`src/rtl/ddr3_rw_arb_pkg.sv`:
```
`default_nettype none
// ============================================================================
//  Module      : ddr3_pkg
//  Description : Shared definitions for the DDR3 frame-buffer read/write
//                arbiter: MIG app_cmd encodings, the arbiter state type and
//                the FIFO occupancy count width.
//  Revision    : 1.0 - initial release
// ============================================================================
package ddr3_pkg;

    // Width of the FIFO occupancy counts and of the burst beat counter
    localparam int FIFO_CNT_W = 11;

    // MIG user-interface command encodings
    localparam logic [2:0] CMD_WR = 3'b000;
    localparam logic [2:0] CMD_RD = 3'b001;

    // Arbiter states
    typedef enum logic [1:0] {
        INIT  = 2'd0,
        ARB   = 2'd1,
        WRITE = 2'd2,
        READ  = 2'd3
    } state_t;

endpackage
`default_nettype wire

```
`src/rtl/ddr3_rw_arb_load_edge_sync.sv`:
```
`default_nettype none
// ============================================================================
//  Module      : load_edge_sync
//  Description : Two-flop synchronizer for an asynchronous level input,
//                followed by a rising-edge detector producing a one-cycle
//                pulse in the destination clock domain.
//  Ports       : clk      - destination clock
//                rst      - synchronous active-high reset
//                i_async  - asynchronous level input
//                o_pulse  - one-cycle pulse on each synchronized rising edge
//  Revision    : 1.0 - initial release
// ============================================================================
module load_edge_sync
    import ddr3_pkg::*;
(
    input  logic clk,
    input  logic rst,
    input  logic i_async,
    output logic o_pulse
);

    logic r_meta;
    logic r_sync;
    logic r_sync_d;

    always_ff @(posedge clk) begin
        if (rst) begin
            r_meta   <= 1'b0;
            r_sync   <= 1'b0;
            r_sync_d <= 1'b0;
        end else begin
            r_meta   <= i_async;
            r_sync   <= r_meta;
            r_sync_d <= r_sync;
        end
    end

    assign o_pulse = r_sync & ~r_sync_d;

endmodule
`default_nettype wire

```
`src/rtl/ddr3_rw_arb.sv`:
```
`default_nettype none
// ============================================================================
//  Module      : ddr3_rw_arb
//  Description : Frame-buffer traffic controller between a write/read FIFO
//                pair and the MIG user (app_*) interface. Arbitrates
//                fixed-length write and read bursts (writes first), generates
//                wrapping DDR3 addresses and the FIFO pop/push strobes.
//                Entirely in the MIG UI clock domain.
//  Options     : PINGPONG_EN - two frame banks selected by app_addr[BANK_BIT];
//                the read bank follows the opposite of the write bank.
//  Ports       : clk_100, rst            - UI clock, sync active-high reset
//                init_calib_complete     - MIG calibration done
//                app_rdy, app_wdf_rdy    - MIG command / write-data accept
//                app_rd_data_valid       - MIG read data valid
//                wfifo_rcount            - words available in write FIFO
//                rfifo_wcount            - words held in read FIFO
//                wr_load, rd_load        - async frame restarts
//                app_addr/app_cmd/app_en - MIG command channel
//                app_wdf_wren/app_wdf_end- MIG write-data strobes
//                wfifo_rden              - write FIFO pop (FWFT)
//                rfifo_wren              - read FIFO push
//  Revision    : 1.0 - initial release
// ============================================================================
module ddr3_rw_arb
    import ddr3_pkg::*;
#(
    parameter int ADDR_W      = 28,
    parameter int BURST_LEN   = 64,
    parameter int ADDR_STEP   = 8,
    parameter int WR_ADDR_MIN = 0,
    parameter int WR_ADDR_MAX = 1024*768,
    parameter int RD_ADDR_MIN = 0,
    parameter int RD_ADDR_MAX = 1024*768,
    parameter int RD_THRESH   = 512,
    parameter int BANK_BIT    = 24
)(
    input  logic                  clk_100,
    input  logic                  rst,
    input  logic                  init_calib_complete,
    input  logic                  app_rdy,
    input  logic                  app_wdf_rdy,
    input  logic                  app_rd_data_valid,
    input  logic [FIFO_CNT_W-1:0] wfifo_rcount,
    input  logic [FIFO_CNT_W-1:0] rfifo_wcount,
    input  logic                  wr_load,
    input  logic                  rd_load,
    output logic [ADDR_W-1:0]     app_addr,
    output logic [2:0]            app_cmd,
    output logic                  app_en,
    output logic                  app_wdf_wren,
    output logic                  app_wdf_end,
    output logic                  wfifo_rden,
    output logic                  rfifo_wren
);

    localparam logic [FIFO_CNT_W-1:0] c_BURST_LEN  = FIFO_CNT_W'(BURST_LEN);
    localparam logic [FIFO_CNT_W-1:0] c_BURST_LAST = FIFO_CNT_W'(BURST_LEN - 1);
    localparam logic [FIFO_CNT_W-1:0] c_RD_THRESH  = FIFO_CNT_W'(RD_THRESH);
    localparam logic [ADDR_W:0]       c_STEP       = (ADDR_W+1)'(ADDR_STEP);
    localparam logic [ADDR_W:0]       c_WR_MAX     = (ADDR_W+1)'(WR_ADDR_MAX);
    localparam logic [ADDR_W:0]       c_RD_MAX     = (ADDR_W+1)'(RD_ADDR_MAX);
    localparam logic [ADDR_W-1:0]     c_WR_MIN     = ADDR_W'(WR_ADDR_MIN);
    localparam logic [ADDR_W-1:0]     c_RD_MIN     = ADDR_W'(RD_ADDR_MIN);

    // Reject a bank-select bit that falls outside the address bus
    if (BANK_BIT >= ADDR_W) begin : g_bank_bit_check
        $error("BANK_BIT must be below ADDR_W");
    end

    state_t                r_state;
    logic [FIFO_CNT_W-1:0] r_beat_cnt;
    logic [ADDR_W-1:0]     r_wr_ptr;
    logic [ADDR_W-1:0]     r_rd_ptr;
    logic                  r_wr_pend;
    logic                  r_rd_pend;
    logic [ADDR_W-1:0]     r_addr_hold;
    logic [2:0]            r_cmd_hold;

    logic                  w_wr_load_pulse;
    logic                  w_rd_load_pulse;
    logic                  w_in_wr;
    logic                  w_in_rd;
    logic                  w_wr_accept;
    logic                  w_rd_accept;
    logic                  w_apply;
    logic                  w_last_beat;
    logic [ADDR_W:0]       w_wr_sum;
    logic [ADDR_W:0]       w_rd_sum;
    logic                  w_wr_wrap;
    logic                  w_rd_wrap;
    logic [ADDR_W-1:0]     w_wr_next;
    logic [ADDR_W-1:0]     w_rd_next;

`ifdef PINGPONG_EN
    logic                  r_wr_bank;
    logic                  r_rd_bank;
`endif

    load_edge_sync u_wr_load_sync (
        .clk     (clk_100),
        .rst     (rst),
        .i_async (wr_load),
        .o_pulse (w_wr_load_pulse)
    );

    load_edge_sync u_rd_load_sync (
        .clk     (clk_100),
        .rst     (rst),
        .i_async (rd_load),
        .o_pulse (w_rd_load_pulse)
    );

    // The command channel is only live while calibration holds, so a
    // calibration drop abandons the burst without popping or issuing.
    assign w_in_wr     = (r_state == WRITE) & init_calib_complete;
    assign w_in_rd     = (r_state == READ)  & init_calib_complete;
    assign w_wr_accept = w_in_wr & app_rdy & app_wdf_rdy;
    assign w_rd_accept = w_in_rd & app_rdy;
    assign w_last_beat = (r_beat_cnt == c_BURST_LAST);
    assign w_apply     = (r_state == ARB) & init_calib_complete & (r_wr_pend | r_rd_pend);

    // Pointer advance with wrap back to the region start
    assign w_wr_sum  = {1'b0, r_wr_ptr} + c_STEP;
    assign w_rd_sum  = {1'b0, r_rd_ptr} + c_STEP;
    assign w_wr_wrap = (w_wr_sum >= c_WR_MAX);
    assign w_rd_wrap = (w_rd_sum >= c_RD_MAX);
    assign w_wr_next = w_wr_wrap ? c_WR_MIN : w_wr_sum[ADDR_W-1:0];
    assign w_rd_next = w_rd_wrap ? c_RD_MIN : w_rd_sum[ADDR_W-1:0];

    // Address/command follow the active pointer; elsewhere they hold
    always_comb begin
        app_addr = r_addr_hold;
        app_cmd  = r_cmd_hold;
        if (w_in_wr) begin
            app_addr = r_wr_ptr;
`ifdef PINGPONG_EN
            app_addr[BANK_BIT] = r_wr_bank;
`endif
            app_cmd  = CMD_WR;
        end else if (w_in_rd) begin
            app_addr = r_rd_ptr;
`ifdef PINGPONG_EN
            app_addr[BANK_BIT] = r_rd_bank;
`endif
            app_cmd  = CMD_RD;
        end
    end

    // A write command is only offered together with its data beat
    assign app_en       = w_in_wr ? app_wdf_rdy : w_in_rd;
    assign app_wdf_wren = w_in_wr & app_wdf_rdy;
    assign app_wdf_end  = w_in_wr & app_wdf_rdy;
    assign wfifo_rden   = w_wr_accept;
    assign rfifo_wren   = app_rd_data_valid;

    always_ff @(posedge clk_100) begin
        if (rst) begin
            r_state     <= INIT;
            r_beat_cnt  <= '0;
            r_wr_ptr    <= c_WR_MIN;
            r_rd_ptr    <= c_RD_MIN;
            r_wr_pend   <= 1'b0;
            r_rd_pend   <= 1'b0;
            r_addr_hold <= '0;
            r_cmd_hold  <= CMD_WR;
        end else begin
            r_addr_hold <= app_addr;
            r_cmd_hold  <= app_cmd;
            // A new edge wins over a same-cycle clear so it is never lost
            r_wr_pend   <= (r_wr_pend & ~w_apply) | w_wr_load_pulse;
            r_rd_pend   <= (r_rd_pend & ~w_apply) | w_rd_load_pulse;

            if (!init_calib_complete) begin
                r_state    <= INIT;
                r_beat_cnt <= '0;
            end else begin
                case (r_state)
                    INIT: r_state <= ARB;
                    ARB: begin
                        // Pending frame restarts take one idle cycle first
                        if (w_apply) begin
                            if (r_wr_pend) r_wr_ptr <= c_WR_MIN;
                            if (r_rd_pend) r_rd_ptr <= c_RD_MIN;
                        end else if (wfifo_rcount >= c_BURST_LEN) begin
                            r_state <= WRITE;
                        end else if (rfifo_wcount < c_RD_THRESH) begin
                            r_state <= READ;
                        end
                    end
                    WRITE: begin
                        if (w_wr_accept) begin
                            r_wr_ptr <= w_wr_next;
                            if (w_last_beat) begin
                                r_beat_cnt <= '0;
                                r_state    <= ARB;
                            end else begin
                                r_beat_cnt <= r_beat_cnt + FIFO_CNT_W'(1);
                            end
                        end
                    end
                    READ: begin
                        if (w_rd_accept) begin
                            r_rd_ptr <= w_rd_next;
                            if (w_last_beat) begin
                                r_beat_cnt <= '0;
                                r_state    <= ARB;
                            end else begin
                                r_beat_cnt <= r_beat_cnt + FIFO_CNT_W'(1);
                            end
                        end
                    end
                    default: r_state <= INIT;
                endcase
            end
        end
    end

`ifdef PINGPONG_EN
    // Write bank flips per completed frame; read bank tracks the frame the
    // writer is not currently filling.
    always_ff @(posedge clk_100) begin
        if (rst) begin
            r_wr_bank <= 1'b0;
            r_rd_bank <= 1'b0;
        end else begin
            if (w_wr_accept && w_wr_wrap) begin
                r_wr_bank <= ~r_wr_bank;
            end
            if ((w_rd_accept && w_rd_wrap) || (w_apply && r_rd_pend)) begin
                r_rd_bank <= ~r_wr_bank;
            end
        end
    end
`endif

endmodule
`default_nettype wire

```
`config.mk`:
```
export PLATFORM = sky130hd
export DESIGN_NAME = ddr3_rw_arb
export DESIGN_NICKNAME = d
export VERILOG_FILES = /design/src/rtl/ddr3_rw_arb_pkg.sv /design/src/rtl/ddr3_rw_arb_load_edge_sync.sv /design/src/rtl/ddr3_rw_arb.sv
export SDC_FILE = /design/constraint.sdc
export NUM_CORES = 1
export LEC_CHECK = 0
export CAP_MARGIN = 10
export CORE_ASPECT_RATIO = 1.5
export CORE_MARGIN = 5
export CORE_UTILIZATION = 45
export DETAILED_ROUTE_END_ITERATION = 10
export HOLD_SLACK_MARGIN = 0.08
export PLACE_DENSITY = 0.78
export SLEW_MARGIN = 20
export SYNTH_ARGS = -nofsm -noshare
export SYNTH_HDL_FRONTEND = slang
export SYNTH_SLANG_ARGS = --single-unit
```
`constraint.sdc`:
```
create_clock -name clk_100 -period 6.1 [get_ports clk_100]
set_input_delay 1.22 -clock clk_100 [delete_from_list [all_inputs] [get_ports clk_100]]
set_output_delay 1.22 -clock clk_100 [all_outputs]
set_load 0.01 [all_outputs]
```
# ---- Word level (Yosys, flattened, before mapping)
# Index checks and enable logic that the tools add are counted.
dict set report classes {
  mul 0
  n_reduce_logical 9
  shifts 0
  eq_ne 11
  muxes 26
  n_lt_le_gt_ge 4
  div_mod_pow 0
  n_bitwise 19
  addsub 3
}
# operator count
set ops {}
lappend ops {{28-bit 2-to-1 mux} 10}
lappend ops {{28-bit one-hot mux with 2 select lines} 2}
lappend ops {{28-bit by 4-bit adder with 29-bit output, second input constant} 2}
lappend ops {{29-bit by 20-bit greater-or-equal comparator with 1-bit output, second input constant} 2}
lappend ops {{11-bit 2-to-1 mux} 3}
lappend ops {{11-bit one-hot mux with 2 select lines} 1}
lappend ops {{1-bit AND} 12}
lappend ops {{2-bit 2-to-1 mux} 6}
lappend ops {{2-bit != test, second input constant} 6}
lappend ops {{11-bit by 1-bit adder with 11-bit output, second input constant} 1}
lappend ops {{11-bit by 6-bit == test with 1-bit output, second input constant} 1}
lappend ops {{11-bit by 7-bit greater-or-equal comparator with 1-bit output, second input constant} 1}
lappend ops {{11-bit by 10-bit < comparator with 1-bit output, second input constant} 1}
lappend ops {{5-bit AND reduction} 2}
lappend ops {{2-bit one-hot mux with 4 select lines} 1}
lappend ops {{3-bit 2-to-1 mux} 2}
lappend ops {{2-bit nonzero test} 3}
lappend ops {{2-bit == test, second input constant} 2}
lappend ops {{1-bit NOT} 4}
lappend ops {{4-bit AND reduction} 1}
lappend ops {{3-bit by 1-bit != test with 1-bit output, second input constant} 1}
lappend ops {{1-bit OR} 3}
lappend ops {{3-bit AND reduction} 1}
lappend ops {{2-bit by 1-bit == test with 1-bit output, second input constant} 1}
lappend ops {{other kinds (3)} 3}
dict set report word_totals {
  memories 0
  input_bits 30
  output_inout_bits 36
  rom_bits 0
  latchBits 0
  register_bits 108
  ramBits 0
}

# ---- Logic depth before layout (Yosys ltp)
dict set report depth {
  word_depth 6
  depth_mapped 10
  depth_no_buf 8
}

# ---- Hierarchy
# A second synthesis with hierarchy kept.
dict set report hier_totals {
  cells_unflattened 610
  hier_area_um2 5049.8
}
# module seq_area_each_um2 cells_each n_inst area_per_inst_um2
set by_module_without_submodules {}
lappend by_module_without_submodules {ddr3_rw_arb 1921.8 596 1 4874.7}
lappend by_module_without_submodules {load_edge_sync 60.1 7 2 87.6}

# ---- Worst setup path after synthesis
# Ideal clock, no wire load.
dict set report synth_path {
  path_kind {input port to output port}
  start {input port init_calib_complete}
  end {output port app_addr[19]}
  setup_slack_ns 2.625
  required_time_ns 4.880
  stages 6
  path_buffers 3
  t_arrival_ns 2.255
  path_cell_list {clkbuf_1 > nand2_1 > clkbuf_1 > clkbuf_1 > nand2_1 > o21ai_0}
}
dict set report synth_between {
  elab_chain_cells 3
  word_cells_on_any_way 4
}
# element line
set synth_lines {}
lappend synth_lines {{from (decl)} ddr3_rw_arb.sv:39} ;# input logic init_calib_complete,
lappend synth_lines {{1-bit AND} ddr3_rw_arb.sv:116} ;# assign w_in_rd = (r_state == READ) & init_calib_complete;
lappend synth_lines {{28-bit 2-to-1 mux} ddr3_rw_arb.sv:140} ;# end else if (w_in_rd) begin
lappend synth_lines {{28-bit 2-to-1 mux (*)} ddr3_rw_arb.sv:134} ;# if (w_in_wr) begin
lappend synth_lines {{to (decl)} ddr3_rw_arb.sv:47} ;# output logic [ADDR_W-1:0] app_addr,
# Every way passes the cells marked *; elsewhere a longest branch is shown, timed or not.

# ---- Worst setup path in the final report
dict set report layout_path {
  start {input port init_calib_complete}
  end {output port app_addr[13]}
}
# Same word-level chain as after synthesis.

==> flow_metrics.env <==
export IMPL_cts_htree_levels=3
export IMPL_yosysWarnings=0
export IMPL_drc_errors=0
export IMPL_synth_top_family_by_area="simple AND/OR/NAND/NOR gates"
export IMPL_drt_iter0_markers=273
export IMPL_antenna_found_initial=0
export IMPL_port_buffers=48
export IMPL_grt_pass1_vias=4217
export IMPL_clock_fmax_mhz=198.9
export IMPL_num_rows=47
export IMPL_grt_pass1_wl_um=20290
export IMPL_synth_top_area_frac=0.4074
export IMPL_grt_max_degree=66
export IMPL_yosys_area_share_xor_xnor=0.03669
export IMPL_routed_wl_um=12210
export IMPL_hold_path_class="reg2reg"
export IMPL_switching_power_mw=0.3232
export IMPL_leakagePower_nw=2.023
export IMPL_vias_per_cell=5.673
export IMPL_cpLargestDelayFamily="buffers and inverters"
export IMPL_insertedDiodeCount=0
export IMPL_io_pins=66
export IMPL_status="finished, final reports clean"
export IMPL_place_congestion=0.9226
export IMPL_synth_largest_area_cell="dfxtp_1"
export IMPL_crit_top_cell="clkdlybuf4s50_1"
export IMPL_syn_num_nets=632
export IMPL_placed_cells=764
export IMPL_synth_fa_ha_area_frac=0.007489
export IMPL_clock_root_buffer="clkbuf_16"
export IMPL_wl_per_cell_um=15.65
export IMPL_crit_required_ns=4.88
export IMPL_ys_top_cells_by_area="dfxtp_1 (41%), nand2_1 (6.1%), mux2i_1 (5.8%)"
export IMPL_syn_instance_count=599
export IMPL_start_util=0.4558
export IMPL_setup_viol=0
export IMPL_power_density_nw_per_um2=223.6
export IMPL_rsz0062_at_grt="false"
export IMPL_tritoncts_num_sinks=102
export IMPL_power_frac_clock=0.439
export IMPL_power_internal_mw=0.9862
export IMPL_ys_top_cells_by_count="dfxtp_1 (102), nand2_1 (81), o21ai_0 (44), nor2b_1 (40), nor2_1 (33)"
export IMPL_cp_slowest_cell="clkdlybuf4s50_1"
export IMPL_hold_violations=0
export IMPL_post_cts_resize_count=0
export IMPL_syn2layout_area_growth_pct=16.82
export IMPL_postCtsSetupRepairBufs=0
export IMPL_dr_total_vias=4425
export IMPL_min_period_over_period=0.8240
export IMPL_ys_types=58
export IMPL_synthFlopType="dfxtp_1"
export IMPL_period_needed_ns=5.026
export IMPL_crit_chain="clkdlybuf4s50_1, nand2_1, buf_4, o21ai_0, clkdlybuf4s50_1"
export IMPL_slew_headroom=0.3436
export IMPL_start_kind="primary input"
export IMPL_drtAntennaViolNets=0
export IMPL_comb_power_share=0.037
export IMPL_nets=661
export IMPL_numCtsBuffers=9
export IMPL_end_kind="primary output"
export IMPL_synth_most_common_cell="dfxtp_1"
export IMPL_syn_area_um2=5012
export IMPL_worst_clock_skew_ns=0.007235
export IMPL_cts_tree="done"
export IMPL_cp_arrival_ns=3.81
export IMPL_avgSynthCellArea_um2=8.368
export IMPL_clk_transition_reported_paths_ns=0.08
export IMPL_overflow=0
export IMPL_hpwl_um=8687
export IMPL_drive_above_1_share=0.05213
export IMPL_setup_tns_ns=0
export IMPL_die_x_um=96.17
export IMPL_peakVddDrop_mv=0.1155
export IMPL_cap_violations=0
export IMPL_dieArea_um2=13390
export IMPL_synth_compound_area_share=0.1338
export IMPL_yosys_area_share_simple=0.3140
export IMPL_synth_edff_count=0
export IMPL_fillCellCount=1010
export IMPL_synthMuxAreaShare=0.06241
export IMPL_path_max_fanout=33
export IMPL_ys_seq_area_frac=0.4074
export IMPL_drt_pass1_iterations=5
export IMPL_ys_ff_latch=102
export IMPL_crit_type="in2out"
export IMPL_crit_buf_inv=3
export IMPL_grt_use_total=0.1908
export IMPL_switching_share=0.2469
export IMPL_clockBufferDepth=2
export IMPL_stdcell_count=780
export IMPL_synthArstFlopShare=0
export IMPL_fp_dieH_um=139.3
export IMPL_tightest_slew_ns=0.9846
export IMPL_worstSkewPairLatency_ns=0.36
export IMPL_max_stage_delay_ns=0.67
export IMPL_power_frac_seq=0.524
export IMPL_core_um2=11000
export IMPL_ctsHoldBuffers=0
export IMPL_drv_slew=0
==> worst register-to-register path, cell delays in order (launching register included) <==
cell and delay, ns:
dfxtp_1 0.45, nand4_1 0.30, nor4_1 0.63, nand4_1 0.19
mux2i_1 0.22, nand3_1 0.52, or4b_1 0.67, a31oi_1 0.18
==> final cells by class <==
class                           instances  area [um^2]  area share
Sequential cell                       102         2043      0.3489
Clock inverter                          7        73.82     0.01261
Clock buffer                            9        225.2     0.03846
Tap cell                              147        183.9     0.03141
Timing Repair Buffer                   53        513.0     0.08761
Multi-Input combinational cell        453         2783      0.4752
Inverter                                9        33.78    0.005769
==> cells in the final DEF, fill, tap and decap left out, drive strengths merged, types with 3 or more instances in the layout <==
cell type / count
ha: 3
clkbuf: 9
buf: 6
nand2: 81
a21o: 6
nand4: 14
inv: 14
mux2i: 29
and2: 26
or4: 5
nand2b: 9
a31oi: 12
o21ai: 45
o31a: 4
nor2: 33
and3: 11
a21oi: 14
xor2: 14
dfxtp: 102
nor3: 8
xnor2: 7
clkdlybuf4s50: 47
o21a: 4
nand3: 26
nor2b: 40
or3: 6
a2111oi: 4
nor4: 10
or2: 3
and4: 9
==> layer usage <==
metal | part of all wire | track usage | vias up
li1 | - | - | 2179
met1 | 0.40 | 0.2261 | 2115
met2 | 0.54 | 0.3324 | 111
met3 | 0.037 | 0.03294 | 20
met4 | 0.020 | 0.07646 | 0
met5 | 0 | 0 | -
==> sequential cells by signal, summed over array words and instances, names as in the netlist <==
signal / flops
r_addr_hold: 28
r_rd_ptr: 25
r_wr_ptr: 25
r_beat_cnt: 11
r_cmd_hold: 3
r_state: 2
r_rd_pend: 1
r_wr_pend: 1
u_rd_load_sync.r_meta: 1
u_rd_load_sync.r_sync: 1
u_rd_load_sync.r_sync_d: 1
u_wr_load_sync.r_meta: 1
u_wr_load_sync.r_sync: 1
u_wr_load_sync.r_sync_d: 1
==> path summary, 6_finish.rpt <==
kind / from / endpoint / slack, ns / cells past startpoint
setup / recovery: init_calib_complete / app_addr[13] / 1.07 / 5
hold / removal: u_rd_load_sync.r_meta / u_rd_load_sync.r_sync / 0.46 / 1
setup reg to reg: r_rd_ptr[12] / r_rd_ptr[19] / 2.88 / 7
hold reg to reg: u_rd_load_sync.r_meta / u_rd_load_sync.r_sync / 0.46 / 1
==> cells by family (layout without fill, tap and decap cells) <==
group / after synthesis / after routing
buf+inv: 44 / 78
xor+xnor: 21 / 21
simple gates: 292 / 292
compound gates: 106 / 106
fa+ha+maj: 3 / 3
mux: 31 / 31
flops: 102 / 102
==> power by group through the flow <==
stage	sequential (mW)	clock, mW	combinational (mW)
after floorplan	0.691	0	0.0394
after global placement	0.701	0	0.0473
after detailed placement	0.701	0	0.0488
after CTS	0.686	0.584	0.0488
after global routing	0.687	0.617	0.0536
final	0.686	0.575	0.0487
==> per-stage QoR <==
step	util	cell area, um^2	worst slack, ns	hold slack, ns	power [mW]
3_3_place_gp	0.5049	5553	1.152	0.4355	0.7486
4_1_cts	0.5325	5856	1.096	0.4455	1.319
5_1_grt	0.5325	5856	0.8984	0.4654	1.358
2_1_floorplan	-	5012	2.625	0.4138	0.7306
3_5_place_dp	0.5053	5557	1.116	0.4267	0.7501
6_report	0.5325	5856	1.074	0.4589	1.309
Power figures use the tool's default switching activity.
